### src/rtl/and_ff_arbiter.sv
// and_ff_arbiter
//   Round-robin arbiter that shares one registered AND unit (and_ff) among
//   NUM_REQ requesters. A request is accepted in IDLE, its operands are issued
//   to the unit for one cycle, the unit's registered result is captured, and
//   the result is then held for the granted requester until that requester
//   accepts it.
//
// Ports
//   clk        : clock, rising edge
//   rst        : asynchronous active-high reset
//   req_valid  : per-requester operation request
//   req_a/b    : per-requester operand bits
//   req_ready  : one-hot accept strobe (only in the accepting IDLE cycle)
//   rsp_valid  : one-hot result-valid towards the granted requester
//   rsp_z      : shared result bit, meaningful only with rsp_valid
//   rsp_ready  : per-requester result acceptance
//   ff_rst_n   : active-low reset to the and_ff unit (~rst)
//   ff_enable  : and_ff enable, high only in ISSUE
//   ff_a/ff_b  : and_ff operands, zero outside ISSUE
//   ff_z       : registered result from the and_ff unit
//   busy       : high whenever the FSM is not IDLE
//   op_count   : saturating count of completed operations
module and_ff_arbiter #(
  parameter int NUM_REQ = 4
) (
  input  logic               clk,
  input  logic               rst,
  input  logic [NUM_REQ-1:0] req_valid,
  input  logic [NUM_REQ-1:0] req_a,
  input  logic [NUM_REQ-1:0] req_b,
  output logic [NUM_REQ-1:0] req_ready,
  output logic [NUM_REQ-1:0] rsp_valid,
  output logic               rsp_z,
  input  logic [NUM_REQ-1:0] rsp_ready,
  output logic               ff_rst_n,
  output logic               ff_enable,
  output logic               ff_a,
  output logic               ff_b,
  input  logic               ff_z,
  output logic               busy,
  output logic [15:0]        op_count
);

  localparam int IDX_W = $clog2(NUM_REQ);

  typedef enum logic [1:0] {
    S_IDLE  = 2'd0,
    S_ISSUE = 2'd1,
    S_WAIT  = 2'd2,
    S_RESP  = 2'd3
  } state_t;

  state_t             r_state;
  logic [IDX_W-1:0]   r_grant;
  logic [IDX_W-1:0]   r_last_grant;
  logic               r_ff_enable;
  logic               r_ff_a;
  logic               r_ff_b;
  logic [NUM_REQ-1:0] r_rsp_valid;
  logic               r_rsp_z;
  logic [15:0]        r_op_count;

  logic               w_found;
  logic [IDX_W-1:0]   w_grant_idx;
  logic [IDX_W-1:0]   w_cand;

  // Round-robin search: start one past the last served requester and take
  // the first pending bit, wrapping modulo NUM_REQ.
  always_comb begin
    w_found     = 1'b0;
    w_grant_idx = '0;
    w_cand      = '0;
    for (int k = 0; k < NUM_REQ; k++) begin
      w_cand = IDX_W'((int'(r_last_grant) + 1 + k) % NUM_REQ);
      if (!w_found && req_valid[w_cand]) begin
        w_found     = 1'b1;
        w_grant_idx = w_cand;
      end
    end
  end

  // The accept strobe has to be combinational so the requester sees it in the
  // same cycle its operands are latched; it is forced low while in reset.
  assign req_ready = (r_state == S_IDLE && w_found && !rst)
                     ? (NUM_REQ'(1) << w_grant_idx) : '0;

  assign ff_rst_n  = ~rst;
  assign ff_enable = r_ff_enable;
  assign ff_a      = r_ff_a;
  assign ff_b      = r_ff_b;
  assign rsp_valid = r_rsp_valid;
  assign rsp_z     = r_rsp_z;
  assign busy      = (r_state != S_IDLE);
  assign op_count  = r_op_count;

  always_ff @(posedge clk or posedge rst) begin
    if (rst) begin
      r_state      <= S_IDLE;
      r_grant      <= '0;
      r_last_grant <= IDX_W'(NUM_REQ - 1);
      r_ff_enable  <= 1'b0;
      r_ff_a       <= 1'b0;
      r_ff_b       <= 1'b0;
      r_rsp_valid  <= '0;
      r_rsp_z      <= 1'b0;
      r_op_count   <= '0;
    end else begin
      case (r_state)
        S_IDLE: begin
          if (w_found) begin
            // Operands go straight into the unit drive registers, so a
            // requester dropping its request later cannot disturb them.
            r_grant     <= w_grant_idx;
            r_ff_enable <= 1'b1;
            r_ff_a      <= req_a[w_grant_idx];
            r_ff_b      <= req_b[w_grant_idx];
            r_state     <= S_ISSUE;
          end
        end
        S_ISSUE: begin
          r_ff_enable <= 1'b0;
          r_ff_a      <= 1'b0;
          r_ff_b      <= 1'b0;
          r_state     <= S_WAIT;
        end
        S_WAIT: begin
          // The unit registered a&b at the end of ISSUE; ff_z is valid now.
          r_rsp_z     <= ff_z;
          r_rsp_valid <= NUM_REQ'(1) << r_grant;
          r_state     <= S_RESP;
        end
        S_RESP: begin
          if (rsp_ready[r_grant]) begin
            r_rsp_valid  <= '0;
            r_last_grant <= r_grant;
            if (r_op_count != 16'hFFFF) begin
              r_op_count <= r_op_count + 16'd1;
            end
            r_state      <= S_IDLE;
          end
        end
        default: begin
          r_state <= S_IDLE;
        end
      endcase
    end
  end

endmodule

### config.mk
export PLATFORM = sky130hd
export DESIGN_NAME = and_ff_arbiter
export DESIGN_NICKNAME = d
export VERILOG_FILES = /design/src/rtl/and_ff_arbiter.sv
export SDC_FILE = /design/constraint.sdc
export NUM_CORES = 1
export LEC_CHECK = 0
export BUFFER_PORTS_ARGS = -buffer_cell sky130_fd_sc_hd__buf_2
export CORE_MARGIN = 2
export CORE_UTILIZATION = 43
export DETAILED_ROUTE_END_ITERATION = 8
export GPL_ROUTABILITY_DRIVEN = 0
export GPL_TIMING_DRIVEN = 0
export PLACE_DENSITY = 0.72
export SLEW_MARGIN = 5
export SYNTH_ARGS = -nofsm -noshare
export SYNTH_HDL_FRONTEND = slang
export SYNTH_SLANG_ARGS = --single-unit
### constraint.sdc
create_clock -name clk -period 3.1 [get_ports clk]
set_input_delay 0.155 -clock clk [delete_from_list [all_inputs] [get_ports clk]]
set_output_delay 0.155 -clock clk [all_outputs]
set_load 0.02 [all_outputs]
### Word level (Yosys, flattened, before mapping)

Index checks and enable logic that the tools add are counted.

| storage, ports and cells | value |
|---|---|
| bits in registers | 30 |
| bits of input ports | 19 |
| output and inout bits | 30 |

| operators by class | value |
|---|---|
| $add $sub $neg | 5 |
| $lt $le $gt $ge | 6 |
| equality and inequality tests | 6 |
| shifts and indexed selects | 2 |
| multiplexer cells | 34 |
| bitwise gates (word level) | 1 |
| reductions and logical operators | 19 |

Operator list:

| cell | count |
|---|---|
| $lt 2x3->1 const B | 6 |
| $add 16x1->16 const B | 1 |
| $ne 16x16->1 const B | 1 |
| $bmux 1 s2 | 7 |
| $mux 1 | 14 |
| $mux 2 | 6 |
| $reduce_and 2->1 | 5 |
| $mux 4 | 2 |
| $pmux 2 s4 | 1 |
| $pmux 4 s2 | 1 |
| $shl 1x2->4 const A | 2 |
| $add 2x2->2 const B | 3 |
| $pmux 1 s2 | 3 |
| $reduce_bool 2->1 | 3 |
| $logic_and 1x1->1 | 5 |
| $eq 2x2->1 const B | 2 |
| $logic_not 1->1 | 4 |
| $ne 2x2->1 const B | 2 |
| $reduce_and 3->1 | 1 |
| $add 2x1->2 const B | 1 |
| $eq 2x1->1 const B | 1 |
| $logic_not 2->1 | 1 |
| $not 1->1 | 1 |

### Depth between registers and ports, before layout

| depth | value |
|---|---|
| word-level depth | 17 |
| gate-level depth with buffers | 6 |
| mapped depth without buffers | 6 |

### Worst setup path after synthesis

Ideal clock, no wire load.

| timing | value |
|---|---|
| path type | flip-flop to output port |
| start point | register r_last_grant[1] |
| end point | output req_ready[2] |
| arrival time | 1927 ps |
| slack | 1018 ps |
| stages on the path, launching flop included | 4 |
| cell sequence | dfstp_2 > a211oi_1 > a211oi_2 > nor4b_1 |

| between the ends | value |
|---|---|
| longest elaborated chain between the ends | 16 |
| elaborated cells between the ends (all ways) | 30 |
| classes of those cells | add/sub (4); shift (1); mux (17); reduce/logical (8) |

RTL lines:

| item | RTL line | source |
|---|---|---|
| start, declared | 55 | `logic [IDX_W-1:0] r_last_grant;` |
| start signal, assigned | 100 | `r_last_grant <= IDX_W'(NUM_REQ - 1);` |
| start signal, assigned | 135 | `r_last_grant <= r_grant;` |
| $add 2x1->2 * | 74 | `w_cand = IDX_W'((int'(r_last_grant) + 1 + k) % NUM_REQ);` |
| branches (longest 14 deep; another with $add 2x2->2) | n/a |  |
| $mux 4 * | 85 | `? (NUM_REQ'(1) << w_grant_idx) : '0;` |
| end, declared | 31 | `output logic [NUM_REQ-1:0] req_ready,` |

Every way passes the cells marked *. The select of a mux whose other input is x is not followed.

### Worst setup path in the final report

| timing | value |
|---|---|
| start point | register r_last_grant[1] |
| end point | output req_ready[3] |

Same word-level chain as after synthesis.

==> results.md <==
- Clock Path Buffers: 2
- Final core utilization: 0.556
- Clock sink count: 30
- Max Freq: 0.446 GHz
- Setup-failing EPs final: 0
- CTS Root Cell: clkbuf_8
- Num ports: ~50
- Slew Limit Fails: 0
- Fillcell total: about 340
- Status: completed
- Final ANT Viol Nets: 0
- # rows: 22
- Worst slew margin: 0.286
- Leakage: about 0.0010 uW
- Post-Syn Instances: 153
- Setup Fix Bufs, Post-CTS: 0
- Fin crit period: around 2200 ps
- Post-synthesis cell area: between 1500 and 2000 um^2
- Vias per cell: between 5 and 6
- Die X: 65.9 um
- Area Growth Syn to Fin: 23.8%
- Initial antenna violation count: 0
- Worst Tran Pin Value: 1060 ps
- Pwr dens: approximately 800 nW/um^2
- Syn Area/Cell: between 10 and 15 um^2
- Port-buffer cells: 48
- Post-CTS Resized: 0
- Period utilization: 0.723
- CTS clk-pin slew, worst paths: ~60 ps
- Residual DRC count: 0
- Syn Nets: between 150 and 200
- GRT Util Overall: 0.165
- Final Cell Area: slightly above 2000 um^2
- Starting Density: 0.449
- Flops & latches, synth: 30
- Commonest non-fill, non-tap cell in the layout: buf_2
- RSZ-0062 raised after global routing: no
- Core ar.: approximately 3700 um^2
- Crit path DAT: 2090 ps
- Hold buffers post-CTS: 0
- CP endpoint kind: output pin
- Placed standard-cell area: between 1500 and 2000 um^2
- Setup Skew: 4.45 ps
- Grt total ovfl: 0
- Max cap viols: 0
- ANT cells: 0
- Largest net degree at the start of global routing: 32
- Pre-antenna DRT Iters: 4
- Crit-path max FO: 9
- WL final: between 3000 and 4000 um
- Total die area: about 4300 um^2
- Post-DP HPWL: 2490 um
- Fin nets: approximately 230
- CTS tree: done
- Seq/Total Area, Yosys: 0.458
- Clock Latency Late Sink: roughly 270 ps
- Crit path from: r_last_grant[1]
- Unique cell type count in the Yosys netlist: a little over 40
- Setup TNS: 0 ps
- WP data required: ~2900 ps
- Vias in the first global route: roughly 1,200
- H-tree Lvls: 2
- Commonest non-fill, non-tap cells in the layout: 48 x buf_2, 28 x dfrtp_1, 13 x nand2_1
- Setup crit start kind: flop
- Worst r2r src: r_grant[0]
- Kind of critical path: reg2out
- DRT iter0 DRCs: 53
- Worst Hold Class: in2async
- Final hold vios: 0
- Share of cells above drive strength 1: 0.335
- Chip Height: approximately 66 um
- Drt wl/cell: between 10 and 15 um
- DR vias: roughly 1,300
- Yosys warning count: 0
- Clock buffer count from CTS: 5
- Global-route wire length before repair: 5440 um
- Maximum vdd drop: 445 uV
-- critical path, stage by stage (launching register included) --
cell	delay (ps)
dfstp_2	590
a211oi_1	100
a211oi_2	600
nor4b_1	310
buf_2	220
-- final timing paths --
path                           endpoint  depth (start not counted)  slack (ps)
max reg2reg                op_count[14]                          5        1170
min in group clk                  rsp_z                          2         120
max in group asynchronous   op_count[6]                          2        2560
min reg2reg                rsp_valid[0]                          2         500
max                        req_ready[3]                          4         860
min                                ff_a                          2          50
-- routing by layer --
layer | vias up | part of all wire | GRT usage
li1 | 663 | - | -
met1 | 635 | 0.49 | 0.225
met2 | 26 | 0.47 | 0.254
met3 | 2 | 0.035 | 0.0511
met4 | 0 | 0.0067 | 0.0469
met5 | - | 0 | 0
-- synth_stat cells --
master | n | share of area
nand2_4 | 1 | 0.0068
o21a_1 | 1 | 0.0046
nand2b_1 | 4 | 0.015
xor2_1 | 5 | 0.027
nand3_1 | 6 | 0.018
a211oi_1 | 1 | 0.0046
and2b_1 | 1 | 0.0046
a21boi_0 | 1 | 0.0046
dfstp_2 | 2 | 0.032
nor3_1 | 3 | 0.0091
nor4b_1 | 2 | 0.011
a211oi_2 | 1 | 0.0076
o22a_1 | 1 | 0.0053
ha_1 | 6 | 0.046
mux2_1 | 2 | 0.014
o31ai_1 | 1 | 0.0046
nor2b_2 | 1 | 0.0053
o41ai_2 | 1 | 0.0099
a21oi_1 | 1 | 0.0030
xnor2_1 | 8 | 0.043
o221ai_1 | 2 | 0.011
nor2b_1 | 2 | 0.0076
dfrtp_1 | 28 | 0.43
nor4_1 | 2 | 0.0076
and3_1 | 3 | 0.011
and4_1 | 3 | 0.016
mux4_2 | 1 | 0.014
a31oi_1 | 2 | 0.0076
inv_1 | 9 | 0.021
nand2_1 | 13 | 0.030
a22o_1 | 2 | 0.011
a2111oi_4 | 1 | 0.017
mux2i_1 | 5 | 0.030
o21ai_0 | 10 | 0.030
or3_4 | 1 | 0.0068
o21bai_1 | 1 | 0.0046
mux2_2 | 5 | 0.034
a211o_1 | 1 | 0.0053
nor2_1 | 9 | 0.021
nor2_2 | 1 | 0.0038
nand4_1 | 3 | 0.011
-- through the flow --
stage | cells | power (uW) | setup slack, ps | hold slack (ps)
floorplan | 153 | 1140 | 1020 | 307
global placement | 249 | 1330 | 1180 | 387
detailed placement | 249 | 1340 | 1110 | 399
CTS | 257 | 1670 | 795 | 113
global route | 257 | 1770 | 684 | 121
finish | 257 | 1650 | 859 | 47.0
-- registers in the layout, indices dropped and copies added, names as in the netlist --
name and count:
ff_a 1, ff_b 1, ff_enable 1, op_count 16, r_grant 2, r_last_grant 2
r_state 2, rsp_valid 4, rsp_z 1
-- logic make-up after synthesis --
logic type / share of synthesized area
compound gates: 0.130
xor+xnor: 0.0692
fa+ha+maj: 0.0456
buf+inv: 0.0205
flops: 0.458
mux: 0.0920
simple gates: 0.185
-- area by class of cell --
cell class                      instances  area, um^2  share of cell area
Clock buffer                            7        86.3              0.0424
Clock inverter                          1        5.00             0.00246
Inverter                                9        33.8              0.0166
Multi-Input combinational cell        114         858               0.421
Sequential cell                        30         753               0.370
Tap cell                               48        60.1              0.0295
Timing Repair Buffer                   48         240               0.118
-- where the power goes --
group,internal (uW),switching (uW),leakage (uW)
sequential,516,122,0.000389
combinational,291,401,0.000569
clock,179,138,0.0000482
No activity file was read; power rests on OpenSTA's default activity.
